## src/rtl/unified_mem_arbiter_pkg.sv

```systemverilog
// ============================================================================
// Module  : unified_mem_arbiter_pkg
// Brief   : Shared owner encodings and data width for the I/D memory arbiter.
// Revision: 1.0 - initial release
// ============================================================================
`default_nettype none

package unified_mem_arbiter_pkg;

  localparam int XLEN = 32;

  typedef enum logic [1:0] {
    OWN_NONE = 2'd0,
    OWN_I    = 2'd1,
    OWN_D_RD = 2'd2,
    OWN_D_WR = 2'd3
  } owner_e;

endpackage

`default_nettype wire

```

## src/rtl/unified_mem_arbiter_if.sv

```systemverilog
// ============================================================================
// Module  : unified_mem_arbiter_if
// Brief   : Fetch, load/store and memory-port bundle shared by core and arbiter.
// Revision: 1.0 - initial release
// ============================================================================
`default_nettype none

interface unified_mem_arbiter_if #(
  parameter int ADDR_W = 30
);
  import unified_mem_arbiter_pkg::*;

  logic              i_req;
  logic [XLEN-1:0]   i_adr;
  logic [XLEN-1:0]   i_rdata;
  logic              i_rvalid;
  logic              i_stall;

  logic              d_req;
  logic [3:0]        d_we;
  logic [XLEN-1:0]   d_adr;
  logic [XLEN-1:0]   d_wdata;
  logic [XLEN-1:0]   d_rdata;
  logic              d_rvalid;
  logic              d_stall;

  logic              mem_en;
  logic [3:0]        mem_we;
  logic [ADDR_W-1:0] mem_adr;
  logic [XLEN-1:0]   mem_wdata;
  logic [XLEN-1:0]   mem_rdata;

  // Arbiter side
  modport slave (
    input  i_req, i_adr, d_req, d_we, d_adr, d_wdata, mem_rdata,
    output i_rdata, i_rvalid, i_stall, d_rdata, d_rvalid, d_stall,
    output mem_en, mem_we, mem_adr, mem_wdata
  );

  // Core and memory side
  modport master (
    output i_req, i_adr, d_req, d_we, d_adr, d_wdata, mem_rdata,
    input  i_rdata, i_rvalid, i_stall, d_rdata, d_rvalid, d_stall,
    input  mem_en, mem_we, mem_adr, mem_wdata
  );

endinterface

`default_nettype wire

```

## src/rtl/unified_mem_arbiter_mem_grant_ctl.sv

```systemverilog
// ============================================================================
// Module  : mem_grant_ctl
// Brief   : D-priority grant with an I-side starvation counter forcing a win.
// Revision: 1.0 - initial release
// ============================================================================
`default_nettype none

module mem_grant_ctl #(
  parameter int STARVE_MAX = 3
) (
  input  wire logic clk,
  input  wire logic reset,
  input  wire logic i_req,
  input  wire logic d_req,
  output logic      gnt_i,
  output logic      gnt_d
);

  localparam logic [3:0] C_STARVE_MAX = 4'(STARVE_MAX);

  logic [3:0] r_starve_cnt;
  logic       w_force_i;

  assign w_force_i = i_req & (r_starve_cnt == C_STARVE_MAX);
  assign gnt_d     = reset & d_req & ~w_force_i;
  assign gnt_i     = reset & i_req & ~gnt_d;

  // Only a denied I request (which implies a D grant) advances the count
  always_ff @(posedge clk) begin
    if (!reset) begin
      r_starve_cnt <= 4'd0;
    end else if (gnt_i || !i_req) begin
      r_starve_cnt <= 4'd0;
    end else if (gnt_d && (r_starve_cnt != C_STARVE_MAX)) begin
      r_starve_cnt <= r_starve_cnt + 4'd1;
    end
  end

endmodule

`default_nettype wire

```

## src/rtl/unified_mem_arbiter.sv

```systemverilog
// ============================================================================
// Module  : unified_mem_arbiter
// Brief   : Shares one 1-cycle synchronous memory port between fetch and LSU.
// Revision: 1.0 - initial release
// ============================================================================
`default_nettype none

module unified_mem_arbiter
  import unified_mem_arbiter_pkg::*;
#(
  parameter int ADDR_W     = 30,
  parameter int STARVE_MAX = 3
) (
  input wire logic              clk,
  input wire logic              reset,
  unified_mem_arbiter_if.slave  bus
);

  logic            w_gnt_i;
  logic            w_gnt_d;
  owner_e          r_resp_owner;
  owner_e          w_resp_next;
  logic            w_i_resp;
  logic            w_d_rd_resp;
  logic            w_d_resp;
  logic [XLEN-1:0] r_i_rdata;
  logic [XLEN-1:0] r_d_rdata;
  logic            w_unused_adr_bits;

  mem_grant_ctl #(
    .STARVE_MAX (STARVE_MAX)
  ) u_grant (
    .clk   (clk),
    .reset (reset),
    .i_req (bus.i_req),
    .d_req (bus.d_req),
    .gnt_i (w_gnt_i),
    .gnt_d (w_gnt_d)
  );

  assign bus.mem_en    = w_gnt_i | w_gnt_d;
  assign bus.mem_adr   = w_gnt_d ? bus.d_adr[ADDR_W+1:2] : bus.i_adr[ADDR_W+1:2];
  assign bus.mem_we    = w_gnt_d ? bus.d_we : 4'b0000;
  assign bus.mem_wdata = bus.d_wdata;
  assign bus.i_stall   = reset & bus.i_req & ~w_gnt_i;
  assign bus.d_stall   = reset & bus.d_req & ~w_gnt_d;

  assign w_unused_adr_bits = ^{bus.i_adr[1:0], bus.d_adr[1:0]};

  always_ff @(posedge clk) begin
    if (!reset) begin
      r_resp_owner <= OWN_NONE;
    end else begin
      r_resp_owner <= w_resp_next;
    end
  end

  // Response decode is qualified by reset so an in-flight beat never surfaces
  always_comb begin
    w_resp_next = OWN_NONE;
    w_i_resp    = 1'b0;
    w_d_rd_resp = 1'b0;
    w_d_resp    = 1'b0;
    if (w_gnt_i) begin
      w_resp_next = OWN_I;
    end else if (w_gnt_d) begin
      w_resp_next = (bus.d_we == 4'b0000) ? OWN_D_RD : OWN_D_WR;
    end
    case (r_resp_owner)
      OWN_I:    w_i_resp = reset;
      OWN_D_RD: begin
        w_d_rd_resp = reset;
        w_d_resp    = reset;
      end
      OWN_D_WR: w_d_resp = reset;
      default:  ;
    endcase
  end

  always_ff @(posedge clk) begin
    if (!reset) begin
      r_i_rdata <= '0;
      r_d_rdata <= '0;
    end else begin
      if (w_i_resp) begin
        r_i_rdata <= bus.mem_rdata;
      end
      if (w_d_rd_resp) begin
        r_d_rdata <= bus.mem_rdata;
      end
    end
  end

  // Fresh data is forwarded in the response cycle, then held by the register
  assign bus.i_rvalid = w_i_resp;
  assign bus.d_rvalid = w_d_resp;
  assign bus.i_rdata  = w_i_resp    ? bus.mem_rdata : r_i_rdata;
  assign bus.d_rdata  = w_d_rd_resp ? bus.mem_rdata : r_d_rdata;

endmodule

`default_nettype wire

```

## src/flat_wrapper.sv

```systemverilog
// flat-port wrapper written by rule: the top's interface ports become plain ports
module unified_mem_arbiter_flat import unified_mem_arbiter_pkg::*;
#(
  parameter int ADDR_W     = 30,
  parameter int STARVE_MAX = 3
)
  (clk, reset, bus_i_req, bus_i_adr, bus_d_req, bus_d_we, bus_d_adr, bus_d_wdata, bus_mem_rdata, bus_i_rdata, bus_i_rvalid, bus_i_stall, bus_d_rdata, bus_d_rvalid, bus_d_stall, bus_mem_en, bus_mem_we, bus_mem_adr, bus_mem_wdata);
  unified_mem_arbiter_if #(.ADDR_W(ADDR_W)) bus_i ();
  input wire logic clk;
  input wire logic reset;
  input wire logic [$bits(bus_i.i_req)-1:0] bus_i_req;
  input wire logic [$bits(bus_i.i_adr)-1:0] bus_i_adr;
  input wire logic [$bits(bus_i.d_req)-1:0] bus_d_req;
  input wire logic [$bits(bus_i.d_we)-1:0] bus_d_we;
  input wire logic [$bits(bus_i.d_adr)-1:0] bus_d_adr;
  input wire logic [$bits(bus_i.d_wdata)-1:0] bus_d_wdata;
  input wire logic [$bits(bus_i.mem_rdata)-1:0] bus_mem_rdata;
  output wire logic [$bits(bus_i.i_rdata)-1:0] bus_i_rdata;
  output wire logic [$bits(bus_i.i_rvalid)-1:0] bus_i_rvalid;
  output wire logic [$bits(bus_i.i_stall)-1:0] bus_i_stall;
  output wire logic [$bits(bus_i.d_rdata)-1:0] bus_d_rdata;
  output wire logic [$bits(bus_i.d_rvalid)-1:0] bus_d_rvalid;
  output wire logic [$bits(bus_i.d_stall)-1:0] bus_d_stall;
  output wire logic [$bits(bus_i.mem_en)-1:0] bus_mem_en;
  output wire logic [$bits(bus_i.mem_we)-1:0] bus_mem_we;
  output wire logic [$bits(bus_i.mem_adr)-1:0] bus_mem_adr;
  output wire logic [$bits(bus_i.mem_wdata)-1:0] bus_mem_wdata;
  assign bus_i.i_req = bus_i_req;
  assign bus_i.i_adr = bus_i_adr;
  assign bus_i.d_req = bus_d_req;
  assign bus_i.d_we = bus_d_we;
  assign bus_i.d_adr = bus_d_adr;
  assign bus_i.d_wdata = bus_d_wdata;
  assign bus_i.mem_rdata = bus_mem_rdata;
  assign bus_i_rdata = bus_i.i_rdata;
  assign bus_i_rvalid = bus_i.i_rvalid;
  assign bus_i_stall = bus_i.i_stall;
  assign bus_d_rdata = bus_i.d_rdata;
  assign bus_d_rvalid = bus_i.d_rvalid;
  assign bus_d_stall = bus_i.d_stall;
  assign bus_mem_en = bus_i.mem_en;
  assign bus_mem_we = bus_i.mem_we;
  assign bus_mem_adr = bus_i.mem_adr;
  assign bus_mem_wdata = bus_i.mem_wdata;
  unified_mem_arbiter #(.ADDR_W(ADDR_W), .STARVE_MAX(STARVE_MAX)) u_core (.clk(clk), .reset(reset), .bus(bus_i));
endmodule
```

## config.mk

```make
export PLATFORM = sky130hd
export DESIGN_NAME = unified_mem_arbiter_flat
export DESIGN_NICKNAME = d
export VERILOG_FILES = /design/src/rtl/unified_mem_arbiter_pkg.sv /design/src/rtl/unified_mem_arbiter_if.sv /design/src/rtl/unified_mem_arbiter_mem_grant_ctl.sv /design/src/rtl/unified_mem_arbiter.sv /design/src/flat_wrapper.sv
export SDC_FILE = /design/constraint.sdc
export NUM_CORES = 1
export LEC_CHECK = 0
export CORE_ASPECT_RATIO = 2
export CORE_MARGIN = 2
export CORE_UTILIZATION = 40
export CTS_CLUSTER_DIAMETER = 80
export CTS_CLUSTER_SIZE = 8
export DETAILED_ROUTE_END_ITERATION = 8
export PLACE_DENSITY_LB_ADDON = 0.2
export SLEW_MARGIN = 20
export SYNTH_ARGS = -nofsm -noshare
export SYNTH_HDL_FRONTEND = slang
export SYNTH_HIERARCHICAL = 1
export SYNTH_SLANG_ARGS = --single-unit
```

## constraint.sdc

```tcl
create_clock -name clk -period 2.8 [get_ports clk]
set_input_delay 0.28 -clock clk [delete_from_list [all_inputs] [get_ports clk]]
set_output_delay 0.28 -clock clk [all_outputs]
set_load 0.005 [all_outputs]
```

==> results by group, run 1 <==
Power and ir drop
  – Sw frac: 22.2%
  – Clock share of power: 41.8%
  – Power per cell area: 442 nW/µm²
  – Static Leakage: 3.15 nW
  – Seq pwr share: 37.0%
  – Net switching power: 0.000634 W
  – Combinational share of power: 21.2%
  – Worst VDD drop: 0.000294 V
  – Pint: 0.00223 W

Routing
  – Post-DR wirelength/cell: 15.3 µm
  – DRC violations left: 0
  – DRT iter0 DRCs: 65
  – Detail Route Antenna Nets: 0
  – Drt total wl: 11,000 µm
  – DRT Pass-1 Iters: 4
  – Vias: 3,498
  – Vias per inst: 4.87

Clock tree
  – H-tree lvl count: 3
  – Skew-Pair Late Insertion Delay: 0.33 ns
  – Post-CTS resize count: 0
  – Clock transition at path regs: 0.05 ns
  – Hold Buf Count CTS: 0
  – Worst-case clock buffer depth: 2
  – Clk sink count: 70
  – CTS Buf Count: 9
  – Setup Buffers After CTS: 0
  – CTS tree: built
  – Clk root buf: clkbuf_16

STA
  – Final Hold Viols: 0
  – Max Fclk: just under 400 MHz
  – Setup Skew: 0.00238 ns
  – Fin crit share: 92.8%
  – Slew HR: 73.0%
  – RSZ-0062 raised after global routing: false
  – Fin crit period: 2.60 ns
  – Max-slew violation count: 0
  – Final setup fails: 0
  – Worst-margin pin slew: 0.404 ns
  – Setup_tns: 0 ns

Final layout
  – Area growth syn-to-layout: 52.2%
  – Share of cells above drive strength 1: 20.8%
  – Net count reported at finish: 714
  – Final instance area: 6480 µm²
  – N_diodes: 0

GRT
  – Tot GR Track Use: 19.4%
  – Largest net degree at the start of global routing: 39
  – Total grt overflow: 0
  – Vias in the first global route: a little under 4,000
  – Initial antenna violation count: 0
  – First-pass GRT wire length: 17,700 µm

Min path
  – Hold Path Class: reg2reg
  – Hold_sp: u_core/u_grant/r_starve_cnt[0]
  – Hold path depth: 1

Place
  – Area post-placement: 6170 µm²
  – Final GP Congestion: 0.748
  – HPWL after DPL: roughly 8600 µm
  – Number of I/O port buffers: 202

Yosys
  – Syn Inst Count: 414
  – Yosys cell types: 26
  – Synthesized area: roughly 4300 µm²
  – Flops & latches, synth: 70
  – Syn nets: 551
  – Mean Syn Cell Area: a little over 10 µm²
  – Warnings, synthesis: 6
  – Sequential share of the synthesized area: 32.9%

Floorplanning
  – Die Y: 150 µm
  – Die width: between 70 and 80 µm
  – Core footprint: approximately 10,000 µm²
  – Num ports: 271
  – Initial Util: 40.9%
  – # rows: 53
  – Full die area: around 12,000 µm²

Critical path
  – Crit path DAT: 2.32 ns
  – CP delay by family, top: simple AND/OR/NAND/NOR gates
  – Critical path type: reg2out
  – FF-to-FF Start: u_core/u_grant/r_starve_cnt[0]
  – Startpoint type of the worst setup path: flip-flop
  – Largest stage delay, worst path: approximately 0.48 ns
  – Crit-path cells: ha_1, nor3b_2, a21oi_4, buf_12, or2_2, clkdlybuf4s50_1
  – Cell at the slowest stage of the critical path: clkdlybuf4s50_1
  – Worst Path Required: 2.52 ns
  – Crit path from: u_core/u_grant/r_starve_cnt[0]
  – Critical Path Fanout Max: 38
  – Crit path depth: 6
  – Worst path bufs/invs: 2
  – R2R depth: 5
  – Setup slack, reg-to-reg: 1.32 ns
  – Crit. End Element: output pin

Status
  – Outcome: complete, no violations

Job
  – Max cap viols: 0
==> registers in the layout, summed over array words and instances, names as in the netlist <==
signal                       flops
u_core/u_grant/r_starve_cnt      4
u_core/r_i_rdata                32
u_core/r_resp_owner              2
u_core/r_d_rdata                32
==> cell usage after synthesis <==
| library cell | count | area [µm²] |
|---|---|---|
| mux2i_1 | 65 | 651 |
| ha_1 | 1 | 12.5 |
| a21oi_1 | 2 | 10.0 |
| nand3_1 | 2 | 10.0 |
| nand4b_1 | 1 | 8.76 |
| buf_6 | 5 | 56.3 |
| clkbuf_1 | 8 | 30.0 |
| nand2b_1 | 1 | 6.26 |
| and2_1 | 5 | 31.3 |
| nand2_1 | 67 | 251 |
| nand4_1 | 1 | 6.26 |
| mux2_2 | 49 | 552 |
| inv_1 | 34 | 128 |
| o211a_1 | 1 | 10.0 |
| and3b_1 | 3 | 26.3 |
| buf_4 | 41 | 308 |
| nand3b_1 | 3 | 22.5 |
| nor3_1 | 1 | 5.00 |
| dfxtp_1 | 70 | 1400 |
| nor3b_2 | 1 | 12.5 |
| buf_2 | 4 | 20.0 |
| o21ai_0 | 1 | 5.00 |
| nor3b_1 | 1 | 7.51 |
| nor4_1 | 1 | 6.26 |
| mux2_4 | 45 | 676 |
| or2_2 | 1 | 6.26 |
==> metal layers <==
layer  share of wire, %  GRT usage [%]
met1                 34           17.4
met2                 53           37.2
met3                9.8           7.54
met4                2.9           9.36
met5                  0              0
==> metrics by stage <==
step / total power [W] / hold slack [ns] / std cells / util, % / setup slack (ns)
3_5_place_dp: 0.00169 / 0.460 / 703 / 59.2 / 0.335
2_1_floorplan: 0.00135 / 0.430 / 414 / - / 0.888
4_1_cts: 0.00290 / 0.467 / 719 / 62.3 / 0.164
6_report: 0.00286 / 0.463 / 719 / 62.3 / 0.203
3_3_place_gp: 0.00168 / 0.439 / 703 / 59.2 / 0.345
5_1_grt: 0.00298 / 0.487 / 719 / 62.3 / 0.0338
==> path summary, 6_finish.rpt <==
path,endpoint
setup / recovery,bus_mem_en
hold / removal,u_core/u_grant/r_starve_cnt[0]
hold reg to reg,u_core/u_grant/r_starve_cnt[0]
setup reg to reg,u_core/r_resp_owner[1]
==> power by group through the flow <==
stage | combinational [W] | sequential (W) | clock, W
3_3_place_gp | 0.000603 | 0.00108 | 0
5_1_grt | 0.000654 | 0.00106 | 0.00126
3_5_place_dp | 0.000614 | 0.00108 | 0
4_1_cts | 0.000618 | 0.00106 | 0.00122
6_report | 0.000607 | 0.00106 | 0.00120
2_1_floorplan | 0.000282 | 0.00107 | 0
==> final cells by class <==
type                       instances  area, µm²
sequential                        70       1400
clock inverter                     6       86.3
multi-input combinational        252       2330
timing repair buffer             210       2140
tap                              137        171
clock buffer                      10        229
inverter                          34        128
fill                             929       3930
==> placed cells by master, fill, tap and decap left out, types with 3 or more instances in the layout <==
cell,netlist,final
clkdlybuf4s50_1,0,201
dfxtp_1,70,70
nand2_1,67,67
mux2i_1,65,65
mux2_2,49,49
mux2_4,45,45
inv_1,34,34
clkbuf_16,0,9
and2_1,5,5
buf_12,0,5
nand3b_1,3,3
and3b_1,3,3
buf_4,41,3
==> cells by family after synthesis <==
logic type,share of synthesized area [%]
compound gates,0.587
fa+ha+maj,0.294
buf+inv,12.7
flops,32.9
mux,44.1
simple gates,9.40
(Power assumes the default switching activity.)
==> inputs of run 2 (changes only) <==
Settings changed: SLEW_MARGIN 20 to 25.
==> results of run 2 <==
Final layout, timing and power as in run 1 (identical DEF).
==> inputs of run 3 (changes only) <==
Settings changed: MAX_ROUTING_LAYER set to met4.
==> run 3 against run 2 <==
Register-to-register slack about the same; power about the same; count of clock-buffer cells in the layout unchanged; cell count unchanged; combinational power about the same; sequential share of layout area unchanged; non-clock buffer count unchanged; clock skew about the same; via count increased by 0.37%; fmax about the same; setup slack got worse by 0.0022 ns; critical path depth unchanged; critical endpoint is now bus_mem_adr[11]; highest routed layer unchanged.
==> results by group, run 3 (same netlist as run 1, synthesis figures left out) <==
GRT
  – Busiest layer in global routing: met2
  – Vias in the first global route: 3,956 (+0.30%)
  – M3 GR Usage: 5.55% (-2.0 points)
  – Tot GR Track Use: 19.9% (+0.50 points)
  – Largest net degree at the start of global routing: 39 (unchanged)
  – Initial antenna violation count: 0 (unchanged)
  – Met1 Track Usage GR: 18.5% (+1.2 points)
  – Grt met2 use: 37.1% (-0.088 points)
  – First-pass GRT wire length: 17,700 µm (-0.27%)
  – Total grt overflow: 0 (unchanged)

Power and ir drop
  – Power per cell area: 442 nW/µm² (about the same)
  – Clock share of power: 41.8% (about the same)
  – Static Leakage: 3.15 nW (unchanged)
  – Combinational share of power: 21.2% (about the same)
  – Worst VDD drop: 0.000294 V (about the same)
  – Sw frac: 22.2% (+0.028 points)
  – Net switching power: 0.000635 W (+0.17%)
  – Pint: 0.00223 W (about the same)
  – Final Total Pwr: 0.00286 W (about the same)
  – Seq pwr share: 36.9% (about the same)

Place
  – HPWL after DPL: 8600 µm (unchanged)
  – Number of I/O port buffers: 202 (unchanged)
  – Placed Cells: 703 (unchanged)
  – Final GP Congestion: 0.757 (+1.3%)

STA
  – Setup_tns: 0 ns (unchanged)
  – Fin crit period: 2.60 ns (+0.00217 ns)
  – Final setup fails: 0 (unchanged)
  – Slew HR: 73.1% (+0.14 points)
  – RSZ-0062 raised after global routing: false
  – Setup Skew: 0.00240 ns (+0.0000157 ns)
  – Max-slew violation count: 0 (unchanged)
  – Final Hold Viols: 0 (unchanged)
  – Max Fclk: 385 MHz (about the same)
  – Worst-margin pin slew: 0.402 ns (-0.00213 ns)
  – Fin crit share: 92.8% (about the same)

Final layout
  – Share of cells above drive strength 1: 20.8% (unchanged)
  – Net count reported at finish: 714 (unchanged)
  – Area occupied by multi-input gates: 2330 µm² (unchanged)
  – Largest registers: u_core/r_d_rdata x32, u_core/r_i_rdata x32, u_core/u_grant/r_starve_cnt x4
  – Final std cells w/o fill: 719 (unchanged)
  – Register area: 1400 µm² (unchanged)
  – Area growth syn-to-layout: 52.2% (unchanged)
  – N_diodes: 0 (unchanged)
  – Number of fill cells: 929 (unchanged)
  – Most frequent cells in the layout: 201 x clkdlybuf4s50_1, 70 x dfxtp_1, 67 x nand2_1, 65 x mux2i_1, 49 x mux2_2
  – Commonest non-fill, non-tap cell in the layout: clkdlybuf4s50_1

Clock tree
  – Skew-Pair Late Insertion Delay: 0.33 ns (about the same)
  – CTS tree: built
  – Setup Buffers After CTS: 0 (unchanged)
  – Hold Buf Count CTS: 0 (unchanged)
  – Clk root buf: clkbuf_16
  – Worst-case clock buffer depth: 2 (unchanged)
  – Post-CTS resize count: 0 (unchanged)
  – Clk sink count: 70 (unchanged)
  – Clock transition at path regs: 0.05 ns (about the same)
  – CTS Buf Count: 9 (unchanged)
  – H-tree lvl count: 3 (unchanged)

Routing
  – Vias: 3,511 (+0.37%)
  – Vias per inst: 4.88 (+0.37%)
  – Detail Route Antenna Nets: 0 (unchanged)
  – DRT iter0 DRCs: 57 (-12%)
  – DRT Pass-1 Iters: 4 (unchanged)
  – Post-DR wirelength/cell: 15.3 µm (-0.15%)
  – DRC violations left: 0 (unchanged)
  – Drt total wl: 11,000 µm (-0.15%)

Floorplanning
  – Full die area: 11,500 µm² (unchanged)
  – Die Y: 150 µm (unchanged)
  – Die width: 77.0 µm (unchanged)
  – Initial Util: 40.9% (unchanged)
  – Core footprint: 10,400 µm² (unchanged)
  – Num ports: 271 (unchanged)
  – # rows: 53 (unchanged)

Critical path
  – Crit-path cells: ha_1, nor3b_2, a21oi_4, buf_12, mux2_2, clkdlybuf4s50_1
  – Critical Path Fanout Max: 38 (unchanged)
  – Worst Path Required: 2.52 ns (about the same)
  – Setup slack, reg-to-reg: 1.33 ns (about the same)
  – Worst path bufs/invs: 2 (unchanged)
  – Crit. End Element: output pin
  – Largest stage delay, worst path: 0.46 ns (-0.02 ns)
  – Critical path type: reg2out
  – Crit path DAT: 2.32 ns (about the same)
  – Startpoint type of the worst setup path: flip-flop
  – Cell at the slowest stage of the critical path: clkdlybuf4s50_1
  – CP delay by family, top: buffers and inverters

Min path
  – Hold Path Class: reg2reg

Job
  – Max cap viols: 0 (unchanged)

Status
  – Outcome: complete, no violations
run 3: cell counts in the layout (fill, tap and decap cells not counted):
Identical to the previous run, type by type.
run 3: layout make-up:
cell class,count,share of cell area (%)
inverters,34,1.97
clock inverters,6,1.33
clock buffers,10,3.53
flip-flops and latches,70,21.6
well taps,137,2.64
repair buffers,210,33.0
multi-input cells,252,35.9
run 3: path summary, 6_finish.rpt:
path	cells past startpoint	to	from
hold / removal	1	u_core/u_grant/r_starve_cnt[0]	u_core/u_grant/r_starve_cnt[0]
setup / recovery	6	bus_mem_adr[11]	u_core/u_grant/r_starve_cnt[0]
hold reg to reg	1	u_core/u_grant/r_starve_cnt[0]	u_core/u_grant/r_starve_cnt[0]
setup reg to reg	5	u_core/r_resp_owner[1]	u_core/u_grant/r_starve_cnt[0]
run 3: per-layer routing:
metal	wire, µm	up-vias
met1	3930	1631
met3	867	27
met5	0	-
li1	-	1672
met2	5880	181
met4	320	0
run 3: power by group through the flow:
stage | clock [W] | sequential [W] | combinational [W]
6_report | 0.00120 | 0.00106 | 0.000608
5_1_grt | 0.00126 | 0.00106 | 0.000653
4_1_cts | 0.00122 | 0.00106 | 0.000618
3_5_place_dp | 0 | 0.00108 | 0.000614
3_3_place_gp | 0 | 0.00108 | 0.000603
2_1_floorplan | 0 | 0.00107 | 0.000282
run 3: through the flow:
stage	util, %	setup slack, ns	hold WS (ns)	area [µm²]
after floorplan	-	0.888	0.430	4260
after global placement	59.2	0.345	0.439	6170
after detailed placement	59.2	0.335	0.460	6170
after CTS	62.3	0.164	0.467	6480
after global routing	62.3	0.0350	0.487	6480
final	62.3	0.201	0.463	6480
